`config.mk`:
```
export PLATFORM = sky130hd
export DESIGN_NAME = priority_encoder_sync
export DESIGN_NICKNAME = d
export VERILOG_FILES = /design/src/rtl/float_conv_pkg.sv /design/src/rtl/lzc_cell.sv /design/src/rtl/priority_encoder_sync.sv
export SDC_FILE = /design/constraint.sdc
export NUM_CORES = 1
export LEC_CHECK = 0
export ABC_AREA = 0
export CORE_AREA = 2 2 39 41
export DETAILED_ROUTE_END_ITERATION = 10
export DIE_AREA = 0 0 41 43
export SLEW_MARGIN = 30
export SYNTH_ARGS = -nofsm -noshare
export SYNTH_HDL_FRONTEND = slang
export SYNTH_SLANG_ARGS = --single-unit
```
`constraint.sdc`:
```
create_clock -name clk -period 1 [get_ports clk]
set_clock_uncertainty 0.15 [all_clocks]
set_input_delay 0.2 -clock clk [delete_from_list [all_inputs] [get_ports clk]]
set_output_delay 0.2 -clock clk [all_outputs]
set_load 0.1 [all_outputs]
```
`src/rtl/float_conv_pkg.sv`:
```
// Shared widths and types for the twos-to-float conversion path.
package float_conv_pkg;

    localparam int unsigned MAG_W   = 11;
    localparam int unsigned CNT_W   = 4;
    localparam int unsigned CNT_SAT = 8;

    typedef logic [CNT_W-1:0] lz_cnt_t;

endpackage

```
`src/rtl/lzc_cell.sv`:
```
// Leading-zero count of a 2**LOG_W-bit slice, built recursively from 2-bit leaves.
// cnt is only meaningful when all_zero is low.
module lzc_cell #(
    parameter int unsigned LOG_W = 1
) (
    input  logic [(1 << LOG_W)-1:0] data,
    output logic [LOG_W-1:0]        cnt,
    output logic                    all_zero
);

    generate
        if (LOG_W == 1) begin : g_leaf
            always_comb begin
                all_zero = ~(data[1] | data[0]);
                cnt      = ~data[1];
            end
        end else begin : g_node
            localparam int unsigned HALF_W = 1 << (LOG_W - 1);

            logic [LOG_W-2:0] cnt_hi;
            logic [LOG_W-2:0] cnt_lo;
            logic             zero_hi;
            logic             zero_lo;

            lzc_cell #(.LOG_W(LOG_W - 1)) u_hi (
                .data     (data[2*HALF_W-1:HALF_W]),
                .cnt      (cnt_hi),
                .all_zero (zero_hi)
            );

            lzc_cell #(.LOG_W(LOG_W - 1)) u_lo (
                .data     (data[HALF_W-1:0]),
                .cnt      (cnt_lo),
                .all_zero (zero_lo)
            );

            always_comb begin
                all_zero = zero_hi & zero_lo;
                cnt      = zero_hi ? {1'b1, cnt_lo} : {1'b0, cnt_hi};
            end
        end
    endgenerate

endmodule

```
`src/rtl/priority_encoder_sync.sv`:
```
// Registered leading-zero count of {1'b0, in}, saturated at 8, with an all-zero flag.
module priority_encoder_sync
    import float_conv_pkg::*;
(
    input  logic             clk,
    input  logic             rst,
    input  logic             in_valid,
    input  logic [MAG_W-1:0] in,
    output logic             out_valid,
    output lz_cnt_t          out,
    output logic             zero
);

    logic [2:0] lz8;
    logic       top_zero;
    lz_cnt_t    next_cnt;

    // Saturation at 8 means only the top 8 bits of the 12-bit word matter.
    lzc_cell #(.LOG_W(3)) u_lzc (
        .data     ({1'b0, in[MAG_W-1:4]}),
        .cnt      (lz8),
        .all_zero (top_zero)
    );

    always_comb begin
        next_cnt = top_zero ? lz_cnt_t'(CNT_SAT) : {1'b0, lz8};
    end

    always_ff @(posedge clk) begin
        if (rst) begin
            out       <= lz_cnt_t'(CNT_SAT);
            zero      <= 1'b1;
            out_valid <= 1'b0;
        end else begin
            out_valid <= in_valid;
            if (in_valid) begin
                out  <= next_cnt;
                zero <= ~|in;
            end
        end
    end

endmodule

```
==> out/qor.txt, run 1 <==
CP max-delay cell: dfxtp_4
grt ovf: 0
Worst Hold Path EP: zero$_SDFFE_PP1P_
Psw: 0.2563 mW
PwrDens: 1224 nW/um^2
clk buf depth: 2
failing checks: setup timing
final hold slack: 0.08965 ns
post-synthesis area per instance: 9.384 um^2
nets@finish: 73
Synth Instances: 28
DRC: 0
Starting Density: 18.99%
Final GP Congestion: 0.6200
setup slack after layout: -0.1146 ns
Final Util: 45.12%
Routed WL per cell: 9.836 um
clock slew seen by the registers of the worst setup and hold paths: 0.04 ns
syn_nets: 42
WP buf/inv: 1
number of diodes: 0
post-synth cell types: 15
Int Pwr: 0.5076 mW
via count of the first global-routing pass: 299
worst hold path type: input pin to flip-flop
Tcrit/Tclk final: 111.5%
DIE AREA: 1763 um^2
DP Wirelength: 565.3 um
clk sink count: 6
Fmax: 897.2 MHz
share of cells above drive strength 1: 59.65%
Reg2Reg Depth: 1
number of nets with antenna violations after routing: 0
CP Cell Sequence: buf_12
via count: 331
maxcap violations: 0
P&R area growth vs syn: 137.6%
final WL: 718 um
drt pass-1 iters: 2
Via density: 4.534
Finish-stage setup viols: 6
synthesized area: 262.8 um^2
io pins: 20
hold wc startpoint: in[1]
initial antenna violation count: 0
CTS tree: yes
min cycle time layout: 1.115 ns
Slew headroom: 82.75%
Synth Warn #: 0
Clock power frac: 28.8%
Seq pwr share: 35.0%
Die X: 41 um
DR iter-0 viols: 6
Worst path max stage delay: 0.35 ns
CP Capture Type: primary output
Crit path required time: 0.65 ns
Yosys reg bits: 6
Hold Path Cell Cnt: 4
R2R Setup Slk: 0.05 ns
PortBufs: 19
Hold Buf Count CTS: 0
Top delay family on crit path: flip-flops
crit path max fanout: 2
Die H: 43 um
clock root buffer: clkbuf_4
Max Slew Vio Count: 0
H-tree depth: 1
Std-Cell Rows: 14
post-synthesis sequential area ratio: 45.71%
share of total power in combinational logic: 36.2%
Final Hold Viols: 0
FF/Latch Area: 137.6 um^2
first-pass GRT wire length: 1083 um
RSZ-0062 raised after global routing: yes
Pleak: 0.2684 nW
reg2reg end: out[3]$_SDFFE_PP1P_
Core Footprint: 1384 um^2
setup tns final: -0.6458 ns
run status: finished, violations left
RR Startpoint: out[3]$_SDFFE_PP1P_
GR Util All Layers: 9.729%
CP startpoint kind: flip-flop
crit path DAT: 0.76 ns
footprint of the multi-input gates: 167.7 um^2
Least-Margin Pin Slew: 0.2568 ns
Worst VDD drop: 0.5451 mV
Switching Share: 33.56%
largest net degree at the start of global routing: 6
clk_lat worst skew: 0.24 ns
FILL cells: 143
CTS buffer count: 3
WS Path Type: flip-flop to primary output
==> sequential cells by signal, indices dropped and copies added (netlist names) <==
name       cells
out            4
out_valid      1
zero           1
==> kinds of logic after synthesis <==
group,count (synthesis),synth area share (%)
simple gates,12,30.48
compound gates,9,22.38
flops,6,45.72
buf+inv,1,1.427
==> metal layers <==
metal | up-vias | track usage [%] | part of all wire (%)
li1 | 165 | - | -
met1 | 143 | 8.974 | 33
met2 | 19 | 14.69 | 53
met3 | 4 | 2.094 | 9.3
met4 | 0 | 12.00 | 5.0
met5 | - | 0 | 0
==> power groups by stage <==
stage	combinational, mW	clock, mW	sequential, mW
after detailed placement	0.286	0	0.272
after CTS	0.281	0.227	0.268
after global routing	0.291	0.235	0.269
after floorplan	0.0294	0	0.373
after global placement	0.284	0	0.272
final	0.276	0.220	0.268
==> timing repair <==
action | 4_1_cts | 5_1_grt
endpoints found under the setup margin | 11 | 11
gates resized for setup | 20 | 11
pin swaps | 7 | 7
buffers inserted | 0 | 1
hold endpoints to repair | 0 | 0
==> Yosys cell counts <==
cell,count,area share [%]
nor2b_1,1,2.4
nor4b_4,1,9.0
nor4_1,2,4.8
o21bai_1,1,2.9
a221o_2,1,4.3
o21ai_0,3,5.7
inv_1,1,1.4
a21oi_1,2,3.8
dfxtp_1,6,46
nor2_1,2,2.9
nand3_1,1,1.9
a211oi_1,2,5.7
nand2b_1,1,2.4
nand2_1,3,4.3
nand3b_1,1,2.9
==> cell type report <==
class                           count  area share, %
Multi-Input combinational cell     21          26.85
Sequential cell                     6          22.04
Tap cell                           16          3.206
Inverter                            1         0.6012
Timing Repair Buffer               26          43.69
Clock buffer                        3          3.607
==> through the flow <==
stage	area (um^2)	setup WS [ns]	cells	power, mW
floorplan	286.5	-0.2333	28	0.4021
global placement	601.8	-0.5020	69	0.5562
detailed placement	601.8	-0.5428	69	0.5585
CTS	634.4	-0.1223	72	0.7763
global route	624.3	-0.1312	73	0.7945
finish	624.3	-0.1146	73	0.7639
==> layout by cell type, fill, tap and decap left out, types with 2 or more instances in the layout <==
cell type	n
dfxtp_2	2
buf_12	6
o21ai_0	2
nand2_1	3
clkbuf_2	5
dfxtp_4	4
clkbuf_4	3
buf_4	7
a21oi_1	2
nor2_1	2
dlygate4sd2_1	3
a211oi_1	2
==> worst max-delay path by stage <==
stage                             start                   to  slack (ns)  cells after the start
floorplan           out[0]$_SDFFE_PP0P_  out[0]$_SDFFE_PP0P_       -0.23                      2
global placement                 in[10]  out[2]$_SDFFE_PP0P_       -0.50                      4
detailed placement               in[10]  out[2]$_SDFFE_PP0P_       -0.54                      4
CTS                 out[3]$_SDFFE_PP1P_               out[3]       -0.12                      1
global route        out[3]$_SDFFE_PP1P_               out[3]       -0.13                      1
finish              out[2]$_SDFFE_PP0P_               out[2]       -0.11                      1
Power figures use the tool's default switching activity.
==> run 2: changes to the inputs <==
Settings changed: SETUP_SLACK_MARGIN from default to 0.05.
==> out/qor.txt, run 2 (synthesis results as in run 1) <==
run status: finished, violations left
failing checks: setup timing
clock root buffer: clkbuf_4
Worst path max stage delay: 0.35 ns
crit path max fanout: 2
R2R Setup Slk: 0.06 ns
Slew headroom: 77.23%
via count: 323
initial antenna violation count: 0
grt ovf: 0
CP max-delay cell: dfxtp_4
setup slack after layout: -0.1129 ns
RR Startpoint: out[3]$_SDFFE_PP1P_
Stages on worst setup path: 1
Critical path origin: out[2]$_SDFFE_PP0P_
commonest non-fill, non-tap cells in the layout: buf_4, dfxtp_4, buf_12, buf_2, dlygate4sd2_1
PortBufs: 19
Die H: 43 um
clk sink count: 6
Pleak: 0.2668 nW
Fmax: 898.5 MHz
WS Path Type: flip-flop to primary output
H-tree depth: 1
Reg2Reg Depth: 1
clk_lat worst skew: 0.24 ns
max reg flops: 4
worst hold path type: input pin to flip-flop
clock slew seen by the registers of the worst setup and hold paths: 0.04 ns
Final Hold Viols: 0
WP buf/inv: 1
Switching Share: 33.62%
Worst VDD drop: 0.4010 mV
Max Slew Vio Count: 0
Post-CTS Setup Inserts: 0
number of nets with antenna violations after routing: 0
Worst setup endpoint: out[2]
DR iter-0 viols: 0
DP Wirelength: 623.5 um
DIE AREA: 1763 um^2
min cycle time layout: 1.113 ns
Routed WL per cell: 9.849 um
DP Worst Slack: -0.5541 ns
DRC: 0
Int Pwr: 0.5024 mW
CP Cell Sequence: buf_12
most common cell after layout, fill and taps aside: buf_4
CP Capture Type: primary output
GR Util All Layers: 10.24%
P&R area growth vs syn: 133.8%
share of cells above drive strength 1: 57.89%
Final GP Congestion: 0.6280
Finish-stage setup viols: 6
Core Footprint: 1384 um^2
CP startpoint kind: flip-flop
largest net degree at the start of global routing: 6
hold wc startpoint: in[1]
reg2reg end: out[3]$_SDFFE_PP1P_
Tcrit/Tclk final: 111.3%
maxcap violations: 0
number of diodes: 0
Biggest register: out
nets@finish: 73
first-pass GRT wire length: 1186 um
CTS tree: yes
Psw: 0.2545 mW
via count of the first global-routing pass: 322
clk buf depth: 2
Die X: 41 um
Crit path required time: 0.65 ns
drt pass-1 iters: 1
Clock power frac: 28.7%
RSZ-0062 raised after global routing: yes
final WL: 719 um
Least-Margin Pin Slew: 0.3401 ns
io pins: 20
PwrDens: 1232 nW/um^2
Via density: 4.425
Starting Density: 18.99%
Final Util: 44.39%
Std-Cell Rows: 14
crit path DAT: 0.76 ns
share of total power in combinational logic: 36.3%
Top delay family on crit path: flip-flops
Seq pwr share: 35.0%
Largest regs: out (4), out_valid (1), zero (1)
CTS buffer count: 3
==> run 2: worst min-delay path by stage <==
stage	to	slack, ns	depth (start not counted)
finish	zero$_SDFFE_PP1P_	0.11	4
global route	zero$_SDFFE_PP1P_	0.13	4
CTS	zero$_SDFFE_PP1P_	0.12	4
detailed placement	zero$_SDFFE_PP1P_	0.33	2
global placement	zero$_SDFFE_PP1P_	0.33	2
floorplan	out_valid$_SDFF_PP0_	0.11	1
==> run 2: layout make-up <==
class                   count  area [um^2]
inverters                   1        3.754
flip-flops and latches      6        142.6
clock buffers               3        22.52
repair buffers             26        265.3
fillers                   150        769.5
multi-input cells          21        160.2
well taps                  16        20.02
==> run 2: timing repair <==
action	4_1_cts	5_1_grt
hold buffers	0	0
resized for setup	33	3
pin swaps	9	5
setup endpoints to repair	12	11
==> run 2: metal layers <==
layer / part of all wire (%) / track usage (%)
met1: 39 / 11.25
met2: 50 / 14.37
met3: 10 / 3.141
met4: 1.4 / 10.00
met5: 0 / 0
==> run 2: power by group through the flow <==
stage	sequential (mW)	combinational (mW)	clock (mW)
finish	0.265	0.275	0.217
floorplan	0.370	0.0297	0
CTS	0.266	0.279	0.230
global placement	0.269	0.288	0
global route	0.267	0.288	0.247
detailed placement	0.270	0.291	0
==> run 2: stage by stage <==
stage	instances	hold slack (ns)	setup TNS, ns	total power, mW	area (um^2)
2_1_floorplan	28	0.1071	-0.1122	0.4002	291.5
3_3_place_gp	70	0.3308	-2.696	0.5571	614.3
3_5_place_dp	70	0.3318	-2.822	0.5609	614.3
4_1_cts	73	0.1212	-0.7072	0.7744	621.8
5_1_grt	73	0.1348	-0.7917	0.8016	614.3
6_report	73	0.1060	-0.6390	0.7569	614.3
